**config.mk**
```make
export PLATFORM = sky130hd
export DESIGN_NAME = axi_mem_arbiter
export DESIGN_NICKNAME = d
export VERILOG_FILES = /design/src/rtl/axi_mem_arb_pkg.sv /design/src/rtl/axi_mem_arb_rr_lock.sv /design/src/rtl/axi_mem_arbiter.sv
export SDC_FILE = /design/constraint.sdc
export NUM_CORES = 1
export LEC_CHECK = 0
export BUFFER_PORTS_ARGS = -buffer_cell sky130_fd_sc_hd__buf_4
export CAP_MARGIN = 40
export CORE_AREA = 2 2 585 587
export CTS_CLUSTER_SIZE = 28
export DETAILED_ROUTE_END_ITERATION = 12
export DIE_AREA = 0 0 587 589
export GPL_ROUTABILITY_DRIVEN = 0
export GPL_TIMING_DRIVEN = 0
export SYNTH_ARGS = -nofsm -noshare
export SYNTH_HDL_FRONTEND = slang
export SYNTH_SLANG_ARGS = --single-unit
export TNS_END_PERCENT = 5
```
**constraint.sdc**
```tcl
create_clock -name clk -period 3.2 [get_ports clk]
set_input_delay 0.48 -clock clk [delete_from_list [all_inputs] [get_ports clk]]
set_output_delay 0.48 -clock clk [all_outputs]
set_load 0.03 [all_outputs]
```
**src/rtl/axi_mem_arb_pkg.sv**
```systemverilog
// axi_mem_arb_pkg
// Shared types and sizing for the two-master AXI4 memory arbiter.
//   - Design parameters (address/data/ID/user widths, W order FIFO depth).
//   - src_e: source tag prepended to every outgoing AXI ID (core=0, acc=1).
//   - slv_* channel/request/response structs (ID width AXI_ID_WIDTH) and
//     mst_* structs (ID width MST_ID_WIDTH). Their layout is the usual
//     AXI_TYPEDEF_ALL layout.
//   - tag_ar/tag_aw: widen a slave-side address channel with its source tag.
package axi_mem_arb_pkg;

    localparam int unsigned AXI_ADDR_WIDTH   = 64;
    localparam int unsigned AXI_DATA_WIDTH   = 128;
    localparam int unsigned AXI_ID_WIDTH     = 4;
    localparam int unsigned AXI_USER_WIDTH   = 1;
    localparam int unsigned W_FIFO_DEPTH     = 4;

    localparam int unsigned MST_ID_WIDTH     = AXI_ID_WIDTH + 1;
    localparam int unsigned W_FIFO_PTR_WIDTH = $clog2(W_FIFO_DEPTH);

    typedef enum logic {
        SRC_CORE = 1'b0,
        SRC_ACC  = 1'b1
    } src_e;

    typedef logic [AXI_ADDR_WIDTH-1:0]   addr_t;
    typedef logic [AXI_DATA_WIDTH-1:0]   data_t;
    typedef logic [AXI_DATA_WIDTH/8-1:0] strb_t;
    typedef logic [AXI_USER_WIDTH-1:0]   user_t;
    typedef logic [AXI_ID_WIDTH-1:0]     slv_id_t;
    typedef logic [MST_ID_WIDTH-1:0]     mst_id_t;

    typedef struct packed {
        slv_id_t    id;
        addr_t      addr;
        logic [7:0] len;
        logic [2:0] size;
        logic [1:0] burst;
        logic       lock;
        logic [3:0] cache;
        logic [2:0] prot;
        logic [3:0] qos;
        logic [3:0] region;
        logic [5:0] atop;
        user_t      user;
    } slv_aw_chan_t;

    typedef struct packed {
        mst_id_t    id;
        addr_t      addr;
        logic [7:0] len;
        logic [2:0] size;
        logic [1:0] burst;
        logic       lock;
        logic [3:0] cache;
        logic [2:0] prot;
        logic [3:0] qos;
        logic [3:0] region;
        logic [5:0] atop;
        user_t      user;
    } mst_aw_chan_t;

    typedef struct packed {
        data_t data;
        strb_t strb;
        logic  last;
        user_t user;
    } w_chan_t;

    typedef struct packed {
        slv_id_t    id;
        logic [1:0] resp;
        user_t      user;
    } slv_b_chan_t;

    typedef struct packed {
        mst_id_t    id;
        logic [1:0] resp;
        user_t      user;
    } mst_b_chan_t;

    typedef struct packed {
        slv_id_t    id;
        addr_t      addr;
        logic [7:0] len;
        logic [2:0] size;
        logic [1:0] burst;
        logic       lock;
        logic [3:0] cache;
        logic [2:0] prot;
        logic [3:0] qos;
        logic [3:0] region;
        user_t      user;
    } slv_ar_chan_t;

    typedef struct packed {
        mst_id_t    id;
        addr_t      addr;
        logic [7:0] len;
        logic [2:0] size;
        logic [1:0] burst;
        logic       lock;
        logic [3:0] cache;
        logic [2:0] prot;
        logic [3:0] qos;
        logic [3:0] region;
        user_t      user;
    } mst_ar_chan_t;

    typedef struct packed {
        slv_id_t    id;
        data_t      data;
        logic [1:0] resp;
        logic       last;
        user_t      user;
    } slv_r_chan_t;

    typedef struct packed {
        mst_id_t    id;
        data_t      data;
        logic [1:0] resp;
        logic       last;
        user_t      user;
    } mst_r_chan_t;

    typedef struct packed {
        slv_aw_chan_t aw;
        logic         aw_valid;
        w_chan_t      w;
        logic         w_valid;
        logic         b_ready;
        slv_ar_chan_t ar;
        logic         ar_valid;
        logic         r_ready;
    } slv_req_t;

    typedef struct packed {
        logic        aw_ready;
        logic        ar_ready;
        logic        w_ready;
        logic        b_valid;
        slv_b_chan_t b;
        logic        r_valid;
        slv_r_chan_t r;
    } slv_resp_t;

    typedef struct packed {
        mst_aw_chan_t aw;
        logic         aw_valid;
        w_chan_t      w;
        logic         w_valid;
        logic         b_ready;
        mst_ar_chan_t ar;
        logic         ar_valid;
        logic         r_ready;
    } mst_req_t;

    typedef struct packed {
        logic        aw_ready;
        logic        ar_ready;
        logic        w_ready;
        logic        b_valid;
        mst_b_chan_t b;
        logic        r_valid;
        mst_r_chan_t r;
    } mst_resp_t;

    function automatic mst_aw_chan_t tag_aw(input src_e src, input slv_aw_chan_t aw);
        mst_aw_chan_t t;
        t.id     = {src, aw.id};
        t.addr   = aw.addr;
        t.len    = aw.len;
        t.size   = aw.size;
        t.burst  = aw.burst;
        t.lock   = aw.lock;
        t.cache  = aw.cache;
        t.prot   = aw.prot;
        t.qos    = aw.qos;
        t.region = aw.region;
        t.atop   = aw.atop;
        t.user   = aw.user;
        return t;
    endfunction

    function automatic mst_ar_chan_t tag_ar(input src_e src, input slv_ar_chan_t ar);
        mst_ar_chan_t t;
        t.id     = {src, ar.id};
        t.addr   = ar.addr;
        t.len    = ar.len;
        t.size   = ar.size;
        t.burst  = ar.burst;
        t.lock   = ar.lock;
        t.cache  = ar.cache;
        t.prot   = ar.prot;
        t.qos    = ar.qos;
        t.region = ar.region;
        t.user   = ar.user;
        return t;
    endfunction

endpackage

```
**src/rtl/axi_mem_arb_rr_lock.sv**
```systemverilog
// axi_mem_arb_rr_lock
// Two-request round-robin arbiter with a grant lock, for one AXI address
// channel. Once the selected request is presented downstream without being
// accepted, the grant is frozen until the handshake so the downstream
// payload stays stable.
// Ports:
//   clk, rst   clock, synchronous active-high reset
//   req[1:0]   request valids, bit index = src_e encoding
//   gnt_en     channel may transfer this cycle (e.g. W order FIFO not full)
//   valid_out  downstream valid as driven by the parent
//   ready_in   downstream ready
//   gnt_src    granted source (combinational)
module axi_mem_arb_rr_lock
    import axi_mem_arb_pkg::*;
(
    input  logic       clk,
    input  logic       rst,
    input  logic [1:0] req,
    input  logic       gnt_en,
    input  logic       valid_out,
    input  logic       ready_in,
    output src_e       gnt_src
);

    src_e ptr_q;
    src_e lock_src_q;
    logic lock_q;

    // With no request the pointer value is output; it is a don't-care
    // because the parent's valid is then low.
    always_comb begin
        gnt_src = ptr_q;
        if (lock_q) begin
            gnt_src = lock_src_q;
        end else if (req == 2'b01) begin
            gnt_src = SRC_CORE;
        end else if (req == 2'b10) begin
            gnt_src = SRC_ACC;
        end
    end

    always_ff @(posedge clk) begin
        if (rst) begin
            ptr_q      <= SRC_CORE;
            lock_q     <= 1'b0;
            lock_src_q <= SRC_CORE;
        end else if (gnt_en && valid_out) begin
            if (ready_in) begin
                lock_q <= 1'b0;
                ptr_q  <= (gnt_src == SRC_CORE) ? SRC_ACC : SRC_CORE;
            end else begin
                lock_q     <= 1'b1;
                lock_src_q <= gnt_src;
            end
        end
    end

endmodule

```
**src/rtl/axi_mem_arbiter.sv**
```systemverilog
// axi_mem_arbiter
// Shares one AXI4 memory master port between the CVA6 core and the matrix
// accelerator. AR and AW are arbitrated independently (round-robin with
// lock), the outgoing ID carries the source in its MSB, R/B are routed back
// by that MSB, and W beats follow AW grant order through a small FIFO.
// Ports:
//   clk, rst      clock, synchronous active-high reset
//   core_req_i    core-side request        core_resp_o  core-side response
//   acc_req_i     accelerator request      acc_resp_o   accelerator response
//   mem_req_o     memory-side request      mem_resp_i   memory-side response
module axi_mem_arbiter
    import axi_mem_arb_pkg::*;
(
    input  logic      clk,
    input  logic      rst,
    input  slv_req_t  core_req_i,
    output slv_resp_t core_resp_o,
    input  slv_req_t  acc_req_i,
    output slv_resp_t acc_resp_o,
    output mst_req_t  mem_req_o,
    input  mst_resp_t mem_resp_i
);

    localparam logic [W_FIFO_PTR_WIDTH:0] W_FIFO_FULL_CNT = (W_FIFO_PTR_WIDTH+1)'(W_FIFO_DEPTH);

    src_e ar_gnt;
    src_e aw_gnt;
    src_e w_head;
    src_e r_src;
    src_e b_src;
    logic ar_valid;
    logic aw_valid;
    logic aw_en;
    logic w_valid;
    logic w_push;
    logic w_pop;
    logic w_fifo_full;
    logic w_fifo_empty;

    logic [W_FIFO_DEPTH-1:0]     w_fifo_q;
    logic [W_FIFO_PTR_WIDTH-1:0] w_wr_ptr_q;
    logic [W_FIFO_PTR_WIDTH-1:0] w_rd_ptr_q;
    logic [W_FIFO_PTR_WIDTH:0]   w_cnt_q;

    axi_mem_arb_rr_lock u_ar_arb (
        .clk       (clk),
        .rst       (rst),
        .req       ({acc_req_i.ar_valid, core_req_i.ar_valid}),
        .gnt_en    (1'b1),
        .valid_out (ar_valid),
        .ready_in  (mem_resp_i.ar_ready),
        .gnt_src   (ar_gnt)
    );

    axi_mem_arb_rr_lock u_aw_arb (
        .clk       (clk),
        .rst       (rst),
        .req       ({acc_req_i.aw_valid, core_req_i.aw_valid}),
        .gnt_en    (aw_en),
        .valid_out (aw_valid),
        .ready_in  (mem_resp_i.aw_ready),
        .gnt_src   (aw_gnt)
    );

    // All outward valids/readies are held low while reset is asserted so no
    // handshake can complete against state that is being cleared.
    assign aw_en        = !w_fifo_full;
    assign ar_valid     = !rst && ((ar_gnt == SRC_ACC) ? acc_req_i.ar_valid : core_req_i.ar_valid);
    assign aw_valid     = !rst && aw_en &&
                          ((aw_gnt == SRC_ACC) ? acc_req_i.aw_valid : core_req_i.aw_valid);

    assign w_fifo_full  = (w_cnt_q == W_FIFO_FULL_CNT);
    assign w_fifo_empty = (w_cnt_q == '0);
    assign w_head       = src_e'(w_fifo_q[w_rd_ptr_q]);
    assign w_valid      = !rst && !w_fifo_empty &&
                          ((w_head == SRC_ACC) ? acc_req_i.w_valid : core_req_i.w_valid);

    assign w_push       = aw_valid && mem_resp_i.aw_ready;
    assign w_pop        = w_valid && mem_resp_i.w_ready && mem_req_o.w.last;

    assign r_src        = src_e'(mem_resp_i.r.id[AXI_ID_WIDTH]);
    assign b_src        = src_e'(mem_resp_i.b.id[AXI_ID_WIDTH]);

    always_ff @(posedge clk) begin
        if (rst) begin
            w_wr_ptr_q <= '0;
            w_rd_ptr_q <= '0;
            w_cnt_q    <= '0;
        end else begin
            if (w_push) begin
                w_fifo_q[w_wr_ptr_q] <= aw_gnt;
                w_wr_ptr_q           <= w_wr_ptr_q + 1'b1;
            end
            if (w_pop) begin
                w_rd_ptr_q <= w_rd_ptr_q + 1'b1;
            end
            case ({w_push, w_pop})
                2'b10:   w_cnt_q <= w_cnt_q + 1'b1;
                2'b01:   w_cnt_q <= w_cnt_q - 1'b1;
                default: w_cnt_q <= w_cnt_q;
            endcase
        end
    end

    always_comb begin
        mem_req_o   = '0;
        core_resp_o = '0;
        acc_resp_o  = '0;

        mem_req_o.ar       = (ar_gnt == SRC_ACC) ? tag_ar(SRC_ACC, acc_req_i.ar)
                                                 : tag_ar(SRC_CORE, core_req_i.ar);
        mem_req_o.ar_valid = ar_valid;
        core_resp_o.ar_ready = ar_valid && mem_resp_i.ar_ready && (ar_gnt == SRC_CORE);
        acc_resp_o.ar_ready  = ar_valid && mem_resp_i.ar_ready && (ar_gnt == SRC_ACC);

        mem_req_o.aw       = (aw_gnt == SRC_ACC) ? tag_aw(SRC_ACC, acc_req_i.aw)
                                                 : tag_aw(SRC_CORE, core_req_i.aw);
        mem_req_o.aw_valid = aw_valid;
        core_resp_o.aw_ready = aw_valid && mem_resp_i.aw_ready && (aw_gnt == SRC_CORE);
        acc_resp_o.aw_ready  = aw_valid && mem_resp_i.aw_ready && (aw_gnt == SRC_ACC);

        mem_req_o.w       = (w_head == SRC_ACC) ? acc_req_i.w : core_req_i.w;
        mem_req_o.w_valid = w_valid;
        core_resp_o.w_ready = !rst && !w_fifo_empty && (w_head == SRC_CORE) && mem_resp_i.w_ready;
        acc_resp_o.w_ready  = !rst && !w_fifo_empty && (w_head == SRC_ACC) && mem_resp_i.w_ready;

        // R/B payload fans out to both masters; only the addressed one sees valid.
        core_resp_o.r.id   = mem_resp_i.r.id[AXI_ID_WIDTH-1:0];
        core_resp_o.r.data = mem_resp_i.r.data;
        core_resp_o.r.resp = mem_resp_i.r.resp;
        core_resp_o.r.last = mem_resp_i.r.last;
        core_resp_o.r.user = mem_resp_i.r.user;
        acc_resp_o.r       = core_resp_o.r;
        core_resp_o.r_valid = !rst && mem_resp_i.r_valid && (r_src == SRC_CORE);
        acc_resp_o.r_valid  = !rst && mem_resp_i.r_valid && (r_src == SRC_ACC);
        mem_req_o.r_ready   = !rst && ((r_src == SRC_ACC) ? acc_req_i.r_ready : core_req_i.r_ready);

        core_resp_o.b.id   = mem_resp_i.b.id[AXI_ID_WIDTH-1:0];
        core_resp_o.b.resp = mem_resp_i.b.resp;
        core_resp_o.b.user = mem_resp_i.b.user;
        acc_resp_o.b       = core_resp_o.b;
        core_resp_o.b_valid = !rst && mem_resp_i.b_valid && (b_src == SRC_CORE);
        acc_resp_o.b_valid  = !rst && mem_resp_i.b_valid && (b_src == SRC_ACC);
        mem_req_o.b_ready   = !rst && ((b_src == SRC_ACC) ? acc_req_i.b_ready : core_req_i.b_ready);
    end

endmodule

```
==> out/qor.txt, run 1 <==
Setup violators final = 0
Total Routing Usage GR = 16.9%
Clock sink count = 17
Vias = 14100
Vias per cell = 2.08
Sw Ratio = 58.8%
Top-area cell type share of the netlist area = 53.3%
Post-DRT Antenna Nets = 0
VDD IR max = 0.000145 V
Post-synth top area cell = mux2_2
Post-DP HPWL = 296000 um
Yosys reg bits = 17
Crit path required time = 2720 ps
H-tree levels = 1
Mean routed wirelength per cell = 45.1 um
Initial antenna violation count = 398
Met2 usage = 24.3%
Max Buffers Root-to-Sink = 2
I/O Pins = 1509
Critical path launch point type = register
GR Overflow Total = 0
Fin crit share = 97.7%
Pre-Repair DR Iteration Count = 5
Slew headroom = 54.8%
Max-Cap Viols = 0
Lkg Pwr = 9.92 nW
Register area = 380 um^2
Setup_tns = 0 ps
Post-synth EDFFs = 4
Fillers = 40100
Register area share after synthesis = 5.17%
Post-route cell area = 23600 um^2
Most common cell in the netlist = mux2_2
Syn Area/Cell = 9.28 um^2
Crit path time final = 3130 ps
First-pass GRT wire length = 332000 um
Switching Power = 0.00343 W
Fin. Hold Viols = 0
Asr flop ratio synth = 0%
Status = finished clean
Largest net degree at the start of global routing = 15
Most instantiated cells after synthesis = mux2_2, buf_4, buf_2, inv_1, nor2_1
Distinct cell type count after synthesis = 41
Syn Inst Count = 792
Clock network power share = 4.5%
Arrival @ worst endpoint = 2650 ps
Top_reg_cell synth = dfxtp_1
CTS tree = built
Logic pwr share = 91.3%
Area of the multi-input gates = 4500 um^2
Clock skew = 1.82 ps
DRC violations left = 0
Die width = 587 um
Max Slew Vio Count = 0
CP max FO = 10
Initial Util = 2.17%
Area contributors post-synth = mux2_2, buf_4, dfxtp_1
Port Buffers = 1364
Final Util = 6.95%
Worst setup path class = reg -> out
GRT met1 Usage = 16.8%
Least-Margin Pin Slew = 678 ps
Nets = 3026
Post-DP Area = 23300 um^2
Latest clock arrival within the worst-skew pair = 260 ps
Layout cells sized above 1 = 94.9%
RSZ-0062 raised after global routing = false
Core footprint = 339000 um^2
Clock root buffer master = clkbuf_16
CP Capture Type = output port
Net Count, Synth = 1656
WL final = 305000 um
Hold crit path type = reg -> reg
CTS clk-pin slew, worst paths = 50 ps
Syn Std Cell Area = 7350 um^2
Met3 Use GR = 16.2%
Yosys warning count = 0
Initial DRC Count = 711
# rows = 214
Register share of total power = 4.1%
Pwr/cell area = 248 nW/um^2
R2R cell count = 10
Vias in the first global route = 12300
Die area = 346000 um^2
Min-Delay Path Depth = 2
Most Crowded Layer GR = met2
CTS Buf Count = 3
Fmax = 0.320 GHz
Internal power = 0.00241 W
Syn-to-layout area delta = 221%
Die height = 589 um
[metrics by stage]
| step | instances | setup WS [ps] | total power (W) | hold slack [ps] |
|---|---|---|---|---|
| floorplan | 792 | 589 | 0.00255 | 436 |
| global placement | 6692 | -577 | 0.00561 | 453 |
| detailed placement | 6693 | -370 | 0.00564 | 459 |
| CTS | 6697 | 12.5 | 0.00593 | 467 |
| global route | 6711 | 2.55 | 0.00607 | 486 |
| finish | 6761 | 73.9 | 0.00584 | 463 |
[what timing repair did]
item | 4_1_cts | 5_1_grt
endpoints found under the setup margin | 173 | 0
gates resized for setup | 15 | 0
buffers inserted | 0 | 0
hold buffers | 0 | 0
[power groups by stage]
stage               Sequential (W)  Clock [W]  Combinational, W
finish                    0.000241   0.000266           0.00533
global route              0.000243   0.000276           0.00555
CTS                       0.000241   0.000273           0.00542
detailed placement        0.000245          0           0.00539
global placement          0.000245          0           0.00537
floorplan                 0.000243          0           0.00231
[cell type report]
cell class | instances | area share [%]
antenna | 64 | 0.680
buffer | 331 | 10.3
clock buffer | 3 | 0.319
clock inverter | 1 | 0.0319
inverter | 18 | 0.297
multi-input combinational | 426 | 19.1
sequential | 17 | 1.61
tap | 4536 | 24.1
timing repair buffer | 1365 | 43.5
[kinds of logic (layout without fill, tap and decap cells)]
kind of cell	after synthesis	after routing	share of synthesized area [%]
and+or+nand+nor	36	36	2.40
buffers and inverters	349	1718	33.5
DFF	17	17	5.17
muxes	356	356	54.6
adders and majority gates	8	8	1.40
AOI/OAI and AO/OA	23	23	2.49
xor gates and xnor gates	3	3	0.358
other	0	64	0
[worst max-delay path, stage by stage, from the launching register on]
cell and delay [ps]:
dfxtp_1 330, inv_1 40, maj3_1 360, o21a_1 270, clkinv_1 210, buf_8 240, buf_6 250, mux2_2 450
buf_4 210
[metal layers]
| layer | up-vias | wire (um) |
|---|---|---|
| li1 | 5299 | - |
| met1 | 6057 | 104000 |
| met2 | 1768 | 121000 |
| met3 | 691 | 62200 |
| met4 | 254 | 15300 |
| met5 | - | 1650 |
[cells in the final DEF, fill, tap and decap left out, types with 2 or more instances in the layout]
master	netlist	final
or3_1	3	3
buf_2	30	21
inv_1	16	16
maj3_1	2	2
o21a_1	2	2
buf_6	0	2
xor2_1	2	2
ha_1	5	5
clkbuf_16	0	3
and2_1	4	4
nor3b_1	3	3
mux2_2	348	348
mux2i_1	6	6
a21oi_1	7	7
nor2_1	14	14
a211oi_1	2	2
dfxtp_1	13	13
nand2_1	6	6
buf_4	298	1668
edfxtp_1	4	4
diode_2	0	64
buf_8	0	2
and3_1	2	2
a311oi_1	2	2
o21ai_0	2	2
[final timing paths]
| check | from | endpoint | slack [ps] |
|---|---|---|---|
| worst max-delay path | u_aw_arb.ptr_q | mem_req_o[311] | 70 |
| worst min-delay path | u_ar_arb.ptr_q | u_ar_arb.ptr_q | 460 |
| worst max register to register | w_rd_ptr_q[0] | w_cnt_q[2] | 360 |
| worst min register to register | u_ar_arb.ptr_q | u_ar_arb.ptr_q | 460 |
[sequential cells by signal, summed over array words and instances (netlist names)]
| name | flops |
|---|---|
| w_fifo_q | 4 |
| w_cnt_q | 3 |
| w_rd_ptr_q | 2 |
| w_wr_ptr_q | 2 |
| u_ar_arb.lock_q | 1 |
| u_ar_arb.lock_src_q | 1 |
| u_ar_arb.ptr_q | 1 |
| u_aw_arb.lock_q | 1 |
| u_aw_arb.lock_src_q | 1 |
| u_aw_arb.ptr_q | 1 |
Power figures use the tool's default switching activity.
==> inputs of run 2 (changes only) <==
Settings changed: ABC_AREA from default to 1, CORE_AREA 2 2 585 587 to 2 2 580 582, DIE_AREA 0 0 587 589 to 0 0 582 584.
==> run 2 against run 1 <==
Clock-buffer cell count stayed put. Global-route usage is 0.085 points lower. Design area is 0.57% higher. Largest power group unchanged. Highest routed layer unchanged.
==> out/qor.txt, run 2 <==
Status = finished clean
Syn-to-layout area delta = 210%
Worst hold start = w_cnt_q[0]
Setup violators final = 0 (unchanged)
CTS tree = built
Min-Delay Path Depth = 1 (-1)
Crit path required time = 2720 ps (about the same)
Max-Cap Viols = 0 (unchanged)
FF-to-FF End = w_cnt_q[2]
DRC violations left = 0 (unchanged)
Area contributors post-synth = nand2_1, buf_4, dfxtp_1
Yosys reg bits = 17 (unchanged)
Core footprint = 333000 um^2 (-1.8%)
Clock sink count = 17 (unchanged)
Die width = 582 um (-0.85%)
WHS Endpoint = w_cnt_q[0]
Hold crit path type = reg -> reg
H-tree levels = 1 (unchanged)
Sw Ratio = 66.5% (+7.7 points)
Syn Area/Cell = 4.84 um^2 (-48%)
Commonest cells after routing, fill and taps aside = buf_4, nand2_1, buf_2
Fin cells = 7392 (+9.3%)
Clock network power share = 4.4% (about the same)
CP max stage delay = 400 ps (-50 ps)
Initial Util = 2.30% (+0.13 points)
CP delay by family, top = simple AND/OR/NAND/NOR gates
Commonest non-fill, non-tap cell in the layout = buf_4
CP Capture Type = output port
CP bufs+invs = 3 (-2)
VDD IR max = 0.000231 V (+59%)
R2R Setup Slk = 710 ps (+350 ps)
Die height = 584 um (-0.85%)
GR Overflow Total = 0 (unchanged)
Worst setup path class = reg -> out
Fin. Hold Viols = 0 (unchanged)
Most common cell in the netlist = nand2_1
Yosys warning count = 0 (unchanged)
Clock root buffer master = clkbuf_16
Least-Margin Pin Slew = 730 ps (+51.4 ps)
Port Buffers = 1364 (unchanged)
Mean routed wirelength per cell = 40.4 um (-10%)
Placed insts = 7334 (+9.6%)
Pre-CTS setup slack = -258 ps (+112 ps)
Post-synth top area cell = nand2_1
Post-CTS Setup Inserts = 0 (unchanged)
Largest regs = w_fifo_q: 4 flops, w_cnt_q: 3 flops
WL final = 299000 um (-2.0%)
Register area share after synthesis = 4.97% (-0.20 points)
Pwr/cell area = 292 nW/um^2 (+18%)
Slew headroom = 51.2% (-3.5 points)
Layout cells sized above 1 = 59.5% (-35 points)
Internal power = 0.00232 W (-3.6%)
Post-DRT Antenna Nets = 0 (unchanged)
Crit path time final = 3090 ps (-37.5 ps)
Top_reg_cell synth = dfxtp_1
Syn Inst Count = 1579 (+99%)
Vias = 17100 (+22%)
First-pass GRT wire length = 330000 um (-0.69%)
I/O Pins = 1509 (unchanged)
Nets = 3816 (+26%)
Crit-path slowest cell = dfxtp_1
Fin crit share = 96.5% (-1.2 points)
CTS Buf Count = 3 (unchanged)
Most instantiated cells after synthesis = nand2_1, buf_4, buf_2, inv_1, nor2_1
Latest clock arrival within the worst-skew pair = 280 ps (+20 ps)
Largest net degree at the start of global routing = 15 (unchanged)
Reg-to-reg critical path startpoint = w_rd_ptr_q[0]
Die area = 340000 um^2 (-1.7%)
Lkg Pwr = 12.0 nW (+21%)
Pre-Repair DR Iteration Count = 5 (unchanged)
Max Buffers Root-to-Sink = 2 (unchanged)
Total Routing Usage GR = 16.8% (-0.085 points)
Final worst slack = 111 ps (+37.5 ps)
Switching Power = 0.00460 W (+34%)
Initial antenna violation count = 279 (-30%)
CP max FO = 10 (unchanged)
Logic pwr share = 92.1% (+0.8 points)
Post-DP HPWL = 286000 um (-3.2%)
Max Slew Vio Count = 0 (unchanged)
# rows = 212 (-0.93%)
R2R cell count = 15 (+5)
Syn Std Cell Area = 7650 um^2 (+4.1%)
Critical path launch point type = register
Fmax = 0.324 GHz (+1.2%)
Clock skew = 5.41 ps (+3.59 ps)
Overall power = 0.00692 W (+19%)
Fillers = 39500 (-1.5%)
Hold_buf cts = 0 (unchanged)
RSZ-0062 raised after global routing = true
Vias in the first global route = 15500 (+26%)
Crit path top cell by count = nand2_1
Post-synth EDFFs = 4 (unchanged)
Arrival @ worst endpoint = 2610 ps (-40 ps)
Top reg by flops = w_fifo_q
Net Count, Synth = 2443 (+48%)
CTS clk-pin slew, worst paths = 70 ps (+20 ps)
Top-area cell type share of the netlist area = 53.0% (-0.36 points)
Critical path, cell by cell = nand2_1 > nand2_1 > nand2_1 > nand2_1 > buf_6 > buf_2 > nand2_1 > nand2_1 > buf_4
Vias per cell = 2.32 (+11%)
Max reg flops = 4 (unchanged)
Initial DRC Count = 1394 (+96%)
Asr flop ratio synth = 0% (unchanged)
Distinct cell type count after synthesis = 23 (-44%)
Register share of total power = 3.4% (-0.7 points)
[run 2: worst register-to-register path: stages (launching register included)]
cell,delay [ps]
dfxtp_1,400
nand2_1,90
nand2_1,80
nand2_1,40
nand2_1,260
nand3_1,130
nand2_1,150
nand2_2,110
inv_1,70
ha_1,130
inv_1,70
fa_1,380
a21oi_1,140
o21ai_0,120
o21ai_0,160
a21oi_1,50
[run 2: how the worst max path moves through the flow]
stage,from,to,depth (start not counted)
after global routing,w_rd_ptr_q[0],mem_req_o[231],9
final,w_rd_ptr_q[0],mem_req_o[140],9
after floorplan,rst,w_cnt_q[2],13
after detailed placement,w_rd_ptr_q[0],mem_req_o[242],10
after CTS,w_rd_ptr_q[0],mem_req_o[183],10
after global placement,acc_req_i[1],mem_req_o[19],10
[run 2: repair_timing]
item                                    CTS  global route
endpoints found under the setup margin   77            13
gates cloned                              0             0
gates resized for setup                  13             9
[run 2: logic make-up after synthesis]
logic type	Yosys count	share of synthesized area [%]
flip-flops	17	4.97
AO/OA/AOI/OAI	21	1.37
AND/OR/NAND/NOR	1128	56.0
XOR/XNOR	1	0.115
adder cells (fa/ha/maj)	6	1.08
buffers and inverters	406	36.4
[run 2: stage by stage]
step                area [um^2]  utilization [%]  TNS [ps]  hold slack [ps]
floorplan                  7650                -         0              444
global placement          23400             7.02     -4530              461
detailed placement        23400             7.04     -1720              478
CTS                       23500             7.07      -181              491
global route              23600             7.09     -38.4              505
finish                    23700             7.12         0              483
[run 2: per-layer routing]
metal	global-route usage [%]	vias to the layer above	part of all wire (%)
li1	-	7216	-
met1	15.7	7447	32
met2	24.8	1739	41
met3	16.0	531	21
met4	7.64	196	5.7
met5	0.182	-	0.44
[run 2: final cells by class]
cell class              instances  area (um^2)  share of cell area (%)
clock buffers                   3         75.1                   0.317
inverters                      37          139                   0.586
multi-input cells            1156         4520                    19.1
diodes                         54          135                   0.570
flip-flops and latches         17          380                    1.60
plain buffers                 369         2660                    11.2
clock inverters                 1         7.51                  0.0317
repair buffers               1368        10300                    43.4
well taps                    4387         5490                    23.2
[run 2: power groups by stage]
stage / clock network (W) / registers, W / logic, W
finish: 0.000306 / 0.000238 / 0.00638
global placement: 0 / 0.000242 / 0.00638
detailed placement: 0 / 0.000243 / 0.00641
global route: 0.000329 / 0.000239 / 0.00667
floorplan: 0 / 0.000241 / 0.00242
CTS: 0.000336 / 0.000238 / 0.00643
